`config.mk`:
```
export PLATFORM = sky130hd
export DESIGN_NAME = midi_parser
export DESIGN_NICKNAME = d
export VERILOG_FILES = /design/src/rtl/midi_parser.sv
export SDC_FILE = /design/constraint.sdc
export NUM_CORES = 1
export LEC_CHECK = 0
export CORE_UTILIZATION = 46
export CTS_CLUSTER_DIAMETER = 150
export CTS_CLUSTER_SIZE = 40
export DETAILED_ROUTE_END_ITERATION = 6
export GPL_TIMING_DRIVEN = 0
export PLACE_DENSITY = 0.75
export SLEW_MARGIN = 0
export SYNTH_ARGS = -nofsm -noshare
export SYNTH_HDL_FRONTEND = slang
export SYNTH_SLANG_ARGS = --single-unit
```
`constraint.sdc`:
```
create_clock -name CLK -period 1.8 [get_ports CLK]
set_clock_uncertainty 0.05 [all_clocks]
set_input_delay 0.36 -clock CLK [delete_from_list [all_inputs] [get_ports CLK]]
set_output_delay 0.36 -clock CLK [all_outputs]
set_load 0.01 [all_outputs]
```
`src/rtl/midi_parser.sv`:
```
// -----------------------------------------------------------------------------
// midi_parser
//   Byte-level MIDI 1.0 channel-message parser placed directly after uart_rx.
//   Reassembles channel messages (with running status), ignores realtime bytes,
//   swallows SysEx, and emits one decoded event per complete supported message:
//   note off / note on / control change / pitch bend / program change.
//
// Ports
//   CLK        in   1  system clock
//   RST        in   1  asynchronous reset, active-low
//   CE         in   1  clock enable; 0 freezes state, ignores DV, forces EV low
//   DV         in   1  byte valid strobe from uart_rx (one cycle per byte)
//   DI         in   8  received byte, sampled when CE & DV
//   EV         out  1  event strobe, one cycle, one clock after the final byte
//   EV_TYPE    out  3  0 note off, 1 note on, 2 ctrl change, 3 pitch bend,
//                      4 prog change
//   EV_CH      out  4  channel of the event
//   D1         out  7  note / controller / program / bend LSB
//   D2         out  7  velocity / value / bend MSB (0 for prog change)
//   DBG_STATE  out  2  parser state (0 IDLE, 1 WAIT_D1, 2 WAIT_D2, 3 SYSEX)
//
// Handshake: a byte is consumed in every cycle where CE & DV is high; there is
// no back-pressure, so the parser accepts a byte on every cycle if offered.
// -----------------------------------------------------------------------------
module midi_parser #(
    parameter logic [3:0] CHANNEL = 4'd0,
    parameter logic       OMNI    = 1'b0
) (
    input  logic       CLK,
    input  logic       RST,
    input  logic       CE,
    input  logic       DV,
    input  logic [7:0] DI,
    output logic       EV,
    output logic [2:0] EV_TYPE,
    output logic [3:0] EV_CH,
    output logic [6:0] D1,
    output logic [6:0] D2,
    output logic [1:0] DBG_STATE
);

    typedef enum logic [1:0] {
        IDLE    = 2'd0,
        WAIT_D1 = 2'd1,
        WAIT_D2 = 2'd2,
        SYSEX   = 2'd3
    } state_t;

    // Status kinds are the status byte bits [6:4]
    localparam logic [2:0] K_NOTE_OFF = 3'd0;
    localparam logic [2:0] K_NOTE_ON  = 3'd1;
    localparam logic [2:0] K_CTRL     = 3'd3;
    localparam logic [2:0] K_PROG     = 3'd4;
    localparam logic [2:0] K_CH_AT    = 3'd5;
    localparam logic [2:0] K_BEND     = 3'd6;

    state_t     state_q, state_d;
    logic [2:0] kind_q, kind_d;
    logic [3:0] ch_q, ch_d;
    logic       match_q, match_d;
    logic [6:0] hold_q, hold_d;
    logic       ev_q, ev_d;
    logic [2:0] ev_type_q, ev_type_d;
    logic [3:0] ev_ch_q, ev_ch_d;
    logic [6:0] d1_q, d1_d;
    logic [6:0] d2_q, d2_d;

    logic       accept;
    logic       complete;
    logic [6:0] cand_d1;
    logic [6:0] cand_d2;

    assign accept = CE & DV;

    always_comb begin
        state_d   = state_q;
        kind_d    = kind_q;
        ch_d      = ch_q;
        match_d   = match_q;
        hold_d    = hold_q;
        ev_d      = 1'b0;
        ev_type_d = ev_type_q;
        ev_ch_d   = ev_ch_q;
        d1_d      = d1_q;
        d2_d      = d2_q;
        complete  = 1'b0;
        cand_d1   = 7'd0;
        cand_d2   = 7'd0;

        if (accept) begin
            if (DI[7]) begin
                if (DI[7:3] == 5'b11111) begin
                    // Realtime 0xF8..0xFF: leaves every piece of state untouched
                end else if (DI == 8'hF0) begin
                    state_d = SYSEX;
                end else if (DI[7:4] == 4'hF) begin
                    // System common and EOX end running status
                    state_d = IDLE;
                end else begin
                    kind_d  = DI[6:4];
                    ch_d    = DI[3:0];
                    match_d = OMNI | (DI[3:0] == CHANNEL);
                    state_d = WAIT_D1;
                end
            end else begin
                case (state_q)
                    WAIT_D1: begin
                        if (kind_q == K_PROG || kind_q == K_CH_AT) begin
                            complete = 1'b1;
                            cand_d1  = DI[6:0];
                            cand_d2  = 7'd0;
                        end else begin
                            hold_d  = DI[6:0];
                            state_d = WAIT_D2;
                        end
                    end
                    WAIT_D2: begin
                        complete = 1'b1;
                        cand_d1  = hold_q;
                        cand_d2  = DI[6:0];
                        state_d  = WAIT_D1;  // running status kept
                    end
                    default: ;               // IDLE / SYSEX drop data bytes
                endcase
            end
        end

        if (complete && match_q) begin
            case (kind_q)
                K_NOTE_OFF: begin ev_d = 1'b1; ev_type_d = 3'd0; end
                // Note on with velocity 0 is a note off by MIDI convention
                K_NOTE_ON:  begin ev_d = 1'b1; ev_type_d = (cand_d2 == 7'd0) ? 3'd0 : 3'd1; end
                K_CTRL:     begin ev_d = 1'b1; ev_type_d = 3'd2; end
                K_BEND:     begin ev_d = 1'b1; ev_type_d = 3'd3; end
                K_PROG:     begin ev_d = 1'b1; ev_type_d = 3'd4; end
                default:    ;                // aftertouch: framing only
            endcase
            if (ev_d) begin
                ev_ch_d = ch_q;
                d1_d    = cand_d1;
                d2_d    = cand_d2;
            end
        end
    end

    always_ff @(posedge CLK or negedge RST) begin
        if (!RST) begin
            state_q   <= IDLE;
            kind_q    <= 3'd0;
            ch_q      <= 4'd0;
            match_q   <= 1'b0;
            hold_q    <= 7'd0;
            ev_q      <= 1'b0;
            ev_type_q <= 3'd0;
            ev_ch_q   <= 4'd0;
            d1_q      <= 7'd0;
            d2_q      <= 7'd0;
        end else begin
            state_q   <= state_d;
            kind_q    <= kind_d;
            ch_q      <= ch_d;
            match_q   <= match_d;
            hold_q    <= hold_d;
            ev_q      <= ev_d;
            ev_type_q <= ev_type_d;
            ev_ch_q   <= ev_ch_d;
            d1_q      <= d1_d;
            d2_q      <= d2_d;
        end
    end

    // The strobe is gated so a disabled block never presents an event
    assign EV        = ev_q & CE;
    assign EV_TYPE   = ev_type_q;
    assign EV_CH     = ev_ch_q;
    assign D1        = d1_q;
    assign D2        = d2_q;
    assign DBG_STATE = state_q;

endmodule
```
Word-level counts from Yosys, hierarchy flattened
Index checks and enable logic that the tools add are counted.
{"block": "word_totals", "reg_bits": 39, "out_inout_bits": 24}
{"block": "op_classes", "n_eq_ne": 12, "n_mux": 22, "bitwise": 7, "n_reduce_logical": 13}
{"cell": "7-bit 2-to-1 mux", "n": 6}
{"cell": "3-bit one-hot mux with 5 select lines", "n": 1}
{"cell": "7-bit one-hot mux with 2 select lines", "n": 1}
{"cell": "3-bit equality test (second input constant)", "n": 3}
{"cell": "8-bit equality test (second input constant)", "n": 1}
{"cell": "1-bit 2-to-1 mux", "n": 8}
{"cell": "2-bit 2-to-1 mux", "n": 4}
{"cell": "4-bit AND reduction", "n": 2}
{"cell": "7-bit logical NOT", "n": 1}
{"cell": "5-bit equality test (second input constant)", "n": 1}
{"cell": "1-bit inverter", "n": 5}
{"cell": "5-bit AND reduction", "n": 1}
{"cell": "5-bit nonzero test", "n": 1}
{"cell": "5-bit OR reduction", "n": 1}
{"cell": "4-bit equality test (second input constant)", "n": 1}
{"cell": "4-bit logical NOT", "n": 1}
{"cell": "2-bit one-hot mux with 2 select lines", "n": 1}
{"cell": "2-bit AND reduction", "n": 2}
{"cell": "3-bit by 1-bit equality test with 1-bit output (second input constant)", "n": 1}
{"cell": "3-bit by 2-bit equality test with 1-bit output (second input constant)", "n": 1}
{"cell": "3-bit logical NOT", "n": 1}
{"cell": "3-bit inequality test (second input constant)", "n": 1}
{"cell": "3-bit nonzero test", "n": 1}
{"cell": "1-bit bitwise AND", "n": 2}
{"cell": "other kinds (6)", "n": 6}

Logic depth before layout (Yosys ltp)
{"block": "logic_depth", "depth_word": 9, "depth_mapped": 8, "mapped_depth_nobuf": 6}

Worst setup path before layout
No wires, ideal clock.
{"block": "synth_timing", "kind": "reg2reg", "start": "register state_q[0] (netlist: DBG_STATE[0])", "end": "register ev_ch_q[1] (netlist: EV_CH[1])", "t_arrival_ps": 1706, "setup_slack_ps": -81, "path_stages_with_launch": 9, "n_path_buf": 2, "synth_period_minus_slack_ps": 1881, "path_cell_list": "dfrtp_1 inv_1 ha_1 nor2b_1 nand2_1 nand3b_1 buf_4 buf_6 mux2_4"}
{"block": "synth_via", "elab_chain_len": 6, "elab_cells_between_ends": 7, "cone_classes": "eq/ne (2); mux (3); reduce/logical (2)"}
{"item": "from (decl)", "line_no": "57", "rtl": "state_t state_q, state_d;"}
{"item": "from (signal assigned)", "line_no": "159", "rtl": "state_q <= state_d;"}
{"item": "2-bit equality test / 2-bit by 1-bit equality test with 1-bit output (equally long branches)", "line_no": "106", "rtl": "case (state_q)"}
{"item": "1-bit one-hot mux with 2 select lines (*)", "line_no": "106"}
{"item": "1-bit 2-to-1 mux (*)", "line_no": "91", "rtl": "if (DI[7]) begin"}
{"item": "1-bit 2-to-1 mux (*)", "line_no": "90", "rtl": "if (accept) begin"}
{"item": "1-bit logical AND (*)", "line_no": "128", "rtl": "if (complete && match_q) begin"}
{"item": "2-bit AND reduction (no line) (*)"}
{"item": "to (signal assigned)", "line_no": "166", "rtl": "ev_ch_q <= ev_ch_d;"}
{"item": "to (decl)", "line_no": "64", "rtl": "logic [3:0] ev_ch_q, ev_ch_d;"}
Every way passes the cells marked *; elsewhere a longest branch is shown, timed or not.
A chain may end at the register's enable or synchronous reset.

Worst setup path in the final report
{"block": "layout_timing", "start": "register state_q[0] (netlist: DBG_STATE[0])", "end": "register d1_q[6] (netlist: D1[6])"}
{"block": "layout_via", "elab_chain_len": 6, "elab_cells_between_ends": 10, "cone_classes": "eq/ne (2); mux (6); reduce/logical (2)"}
{"item": "2-bit equality test / 2-bit by 1-bit equality test with 1-bit output (equally long branches)", "line_no": "106"}
{"item": "1-bit one-hot mux with 2 select lines", "line_no": "106"}
{"item": "1-bit 2-to-1 mux", "line_no": "91"}
{"item": "1-bit 2-to-1 mux", "line_no": "90"}
{"item": "1-bit logical AND", "line_no": "128"}
{"item": "2-bit AND reduction (no line)"}
{"item": "to (signal assigned)", "line_no": "156", "rtl": "d1_q <= 7'd0;"}
{"item": "to (signal assigned)", "line_no": "167", "rtl": "d1_q <= d1_d;"}
{"item": "to (decl)", "line_no": "65", "rtl": "logic [6:0] d1_q, d1_d;"}
Several ways; a longest one is shown, not always the timed one.

==> impl_metrics.csv <==
group,metric,value,unit
outcome,status,"finished, violations left",
outcome,violations,"negative setup slack",
floorplanning,coreArea,0.00374,sq mm
sta,finalWorstSetupSlack,-0.0777,ns
sta,setup_viol_count_final,15,
yosys,synth_top_area_share,53.4,%
yosys,syn-instance-count,152,
global_routing,grt_pass1_wl,6.69,mm
floorplanning,die_area,0.00423,sq mm
yosys,yosysMostFrequentCell,"dfrtp_1",
sta,worst_slew_pin_slew,0.852,ns
power,finalPower,2.46,mW
power,p_leak,1.21,nW
detailed_routing,antenna_left,0,
detailed_routing,wl_met2,2.13,mm
detailed_routing,routed_wl,4.15,mm
job,cap_violations,0,
finish,area_growth,35.6,%
sta,period_needed,1.88,ns
yosys,yosys.area.top_type,"dfrtp_1",
finish,post_layout_nonfiller_instances,252,
sta,rsz0062_at_grt,"true",
power,ir_drop,0.652,mV
worst_hold_path,hp-class,"in2async",
critical_path,required,1.93,ns
finish,final_area,0.00248,sq mm
yosys,ys_warn_count,0,
power,p_per_area,992,mW/mm^2
detailed_routing,drc,0,
cts,worstSkewPairLatency,0.29,ns
floorplanning,io_pins,36,
detailed_routing,first_pass_iters,4,
floorplanning,dieWidth,65.0,microns
floorplanning,row_count,22,
detailed_routing,top_layer,"met4",
yosys,synth-seq-cells,39,
sta,hold_violations,0,
detailed_routing,dr_wl_met3,173,microns
yosys,synthFlopType,"dfrtp_1",
placed_design,gp_congestion,0.831,
critical_path,crit_fanout,6,
detailed_routing,drtIter0Drc,23,
critical_path,r2r_end,"D1[6]",
yosys,ys_seq_area_share,53.4,%
yosys,yosys-top-cells-area,"dfrtp_1 (53%), mux2_1 (14%), mux2i_1 (3.8%)",
cts,numCtsBuffers,5,
critical_path,reg2reg_from,"DBG_STATE[0]",
sta,post-route-period-util,104,%
cts,cts_tree,"built",
cts,clkTransAtPathRegs,0.07,ns
yosys,synth_fp_nets,166,
detailed_routing,viasPerCell,5.56,
finish,fin_util,66.2,%
finish,diodes,0,
global_routing,grt_overflow,0,
sta,max_clock_freq,533,MHz
critical_path,r2r.worst_path.cells,8,
floorplanning,die_h,65.0,microns
sta,slew_violations,0,
placed_design,dp_hpwl,2.69,mm
detailed_routing,drt-met1-wl,1.73,mm
placed_design,dpl_cell_area,0.00224,sq mm
finish,nets,217,
sta,slew_headroom,43.2,%
yosys,synth_edf_count,0,
yosys,synth.avg_cell_area,12.0,sq um
placed_design,post-place-cells,235,
global_routing,grt_max_degree,40,
cts,htreeDepth,2,
cts,clock_sinks,39,
global_routing,track_usage,21.4,%
yosys,synth_cell_type_count,40,
yosys,postSynth.asyncResetShare,100,%
critical_path,worst-r2r-setup-slack,-0.08,ns
global_routing,grt_pass1_vias,1386,
finish,drive_gt1_share,19.6,%
yosys,syn_area,0.00183,sq mm
critical_path,crit_arrival,2.01,ns
placed_design,placement.io_buffers,35,
critical_path,end_kind,"flop",
detailed_routing,vias,1400,
global_routing,antenna_found_initial,0,
critical_path,startpoint_type,"flop",
critical_path,path_class,"reg2reg",
yosys,synth_commonest_cells,"dfrtp_1 (39), mux2_1 (23), nand2_1 (13)",
cts,clockBufferDepth,2,
floorplanning,start_util,48.8,%
cts,root_buffer,"clkbuf_8",
detailed_routing,wl_per_cell,16.5,microns
-- worst max-delay path by stage --
| stage | startpoint | to | cells after the start |
|---|---|---|---|
| 2_1_floorplan | DBG_STATE[0] | EV_CH[1] | 8 |
| 6_report | DBG_STATE[0] | D1[6] | 8 |
| 3_3_place_gp | RST | kind_q[1] | 1 |
| 4_1_cts | DBG_STATE[1] | D1[0] | 7 |
| 3_5_place_dp | DI[1] | EV_TYPE[0] | 5 |
| 5_1_grt | DBG_STATE[0] | D2[4] | 9 |
-- cell families after synthesis --
logic type	share of synthesized area, %
AO/OA/AOI/OAI	10.4
flip-flops	53.4
AND/OR/NAND/NOR	10.5
adder cells (fa/ha/maj)	1.37
multiplexers	19.6
XOR/XNOR	0.479
buffers and inverters	4.24
-- worst max-delay path, stage by stage, from the launching register on --
cell      delay (ns)
dfrtp_1         0.39
buf_4           0.15
ha_4            0.17
a21oi_2         0.15
o21ai_0         0.13
nand3b_1        0.15
buf_6           0.16
buf_12          0.12
mux2_1          0.30
-- metal layers --
| layer | vias up | global-route usage (%) |
|---|---|---|
| li1 | 643 | - |
| met1 | 702 | 26.1 |
| met2 | 41 | 36.2 |
| met3 | 14 | 5.99 |
| met4 | 0 | 7.34 |
| met5 | - | 0 |
-- state kept, by name, indices dropped and copies added, names as in the netlist --
signal	flops
D1	7
EV_TYPE	3
kind_q	3
ev_q	1
DBG_STATE	2
EV_CH	4
D2	7
ch_q	4
hold_q	7
match_q	1
-- area by class of cell --
cell class                      count  area [sq um]
Multi-Input combinational cell     96           838
Fill cell                         298          1260
Sequential cell                    39           977
Clock inverter                      1          5.00
Buffer                              6          52.6
Clock buffer                        7          76.3
Timing Repair Buffer               44           428
Inverter                           11          41.3
Tap cell                           48          60.1
-- per-stage QoR --
stage / setup slack [ns] / hold slack [ns] / setup TNS (ns)
2_1_floorplan: -0.0188 / 0.0144 / -0.0376
5_1_grt: -0.140 / 0.193 / -1.92
6_report: -0.0777 / 0.121 / -0.834
3_3_place_gp: -0.543 / 0.410 / -30.59
4_1_cts: -0.00792 / 0.149 / -0.00792
3_5_place_dp: -0.464 / 0.427 / -11.02
-- cell usage in the layout, fill, tap and decap left out, types with 2 or more instances in the layout --
cell / count
dlygate4sd2_1: 6
o21ai_1: 2
ha_4: 2
clkbuf_1: 2
buf_2: 2
clkdlybuf4s50_1: 27
o21a_1: 2
a21oi_1: 4
clkbuf_8: 5
nor2_1: 6
nand2_1: 13
buf_12: 3
mux2_4: 4
dfrtp_1: 38
nand3_1: 2
mux2_1: 21
nand2b_1: 3
buf_4: 8
a22o_1: 7
inv_1: 7
mux2i_1: 7
inv_2: 4
-- repair_timing --
item                       CTS  global route
setup buffers                7             2
pin swaps                    1             3
setup endpoints to repair   15            25
hold buffers                 0             0
resized for setup           12            12
-- power by group --
group	switching, mW	internal, mW	total, mW
sequential	0.109	1.05	1.16
clock	0.293	0.272	0.565
combinational	0.342	0.392	0.733
No activity file was read; power rests on OpenSTA's default activity.
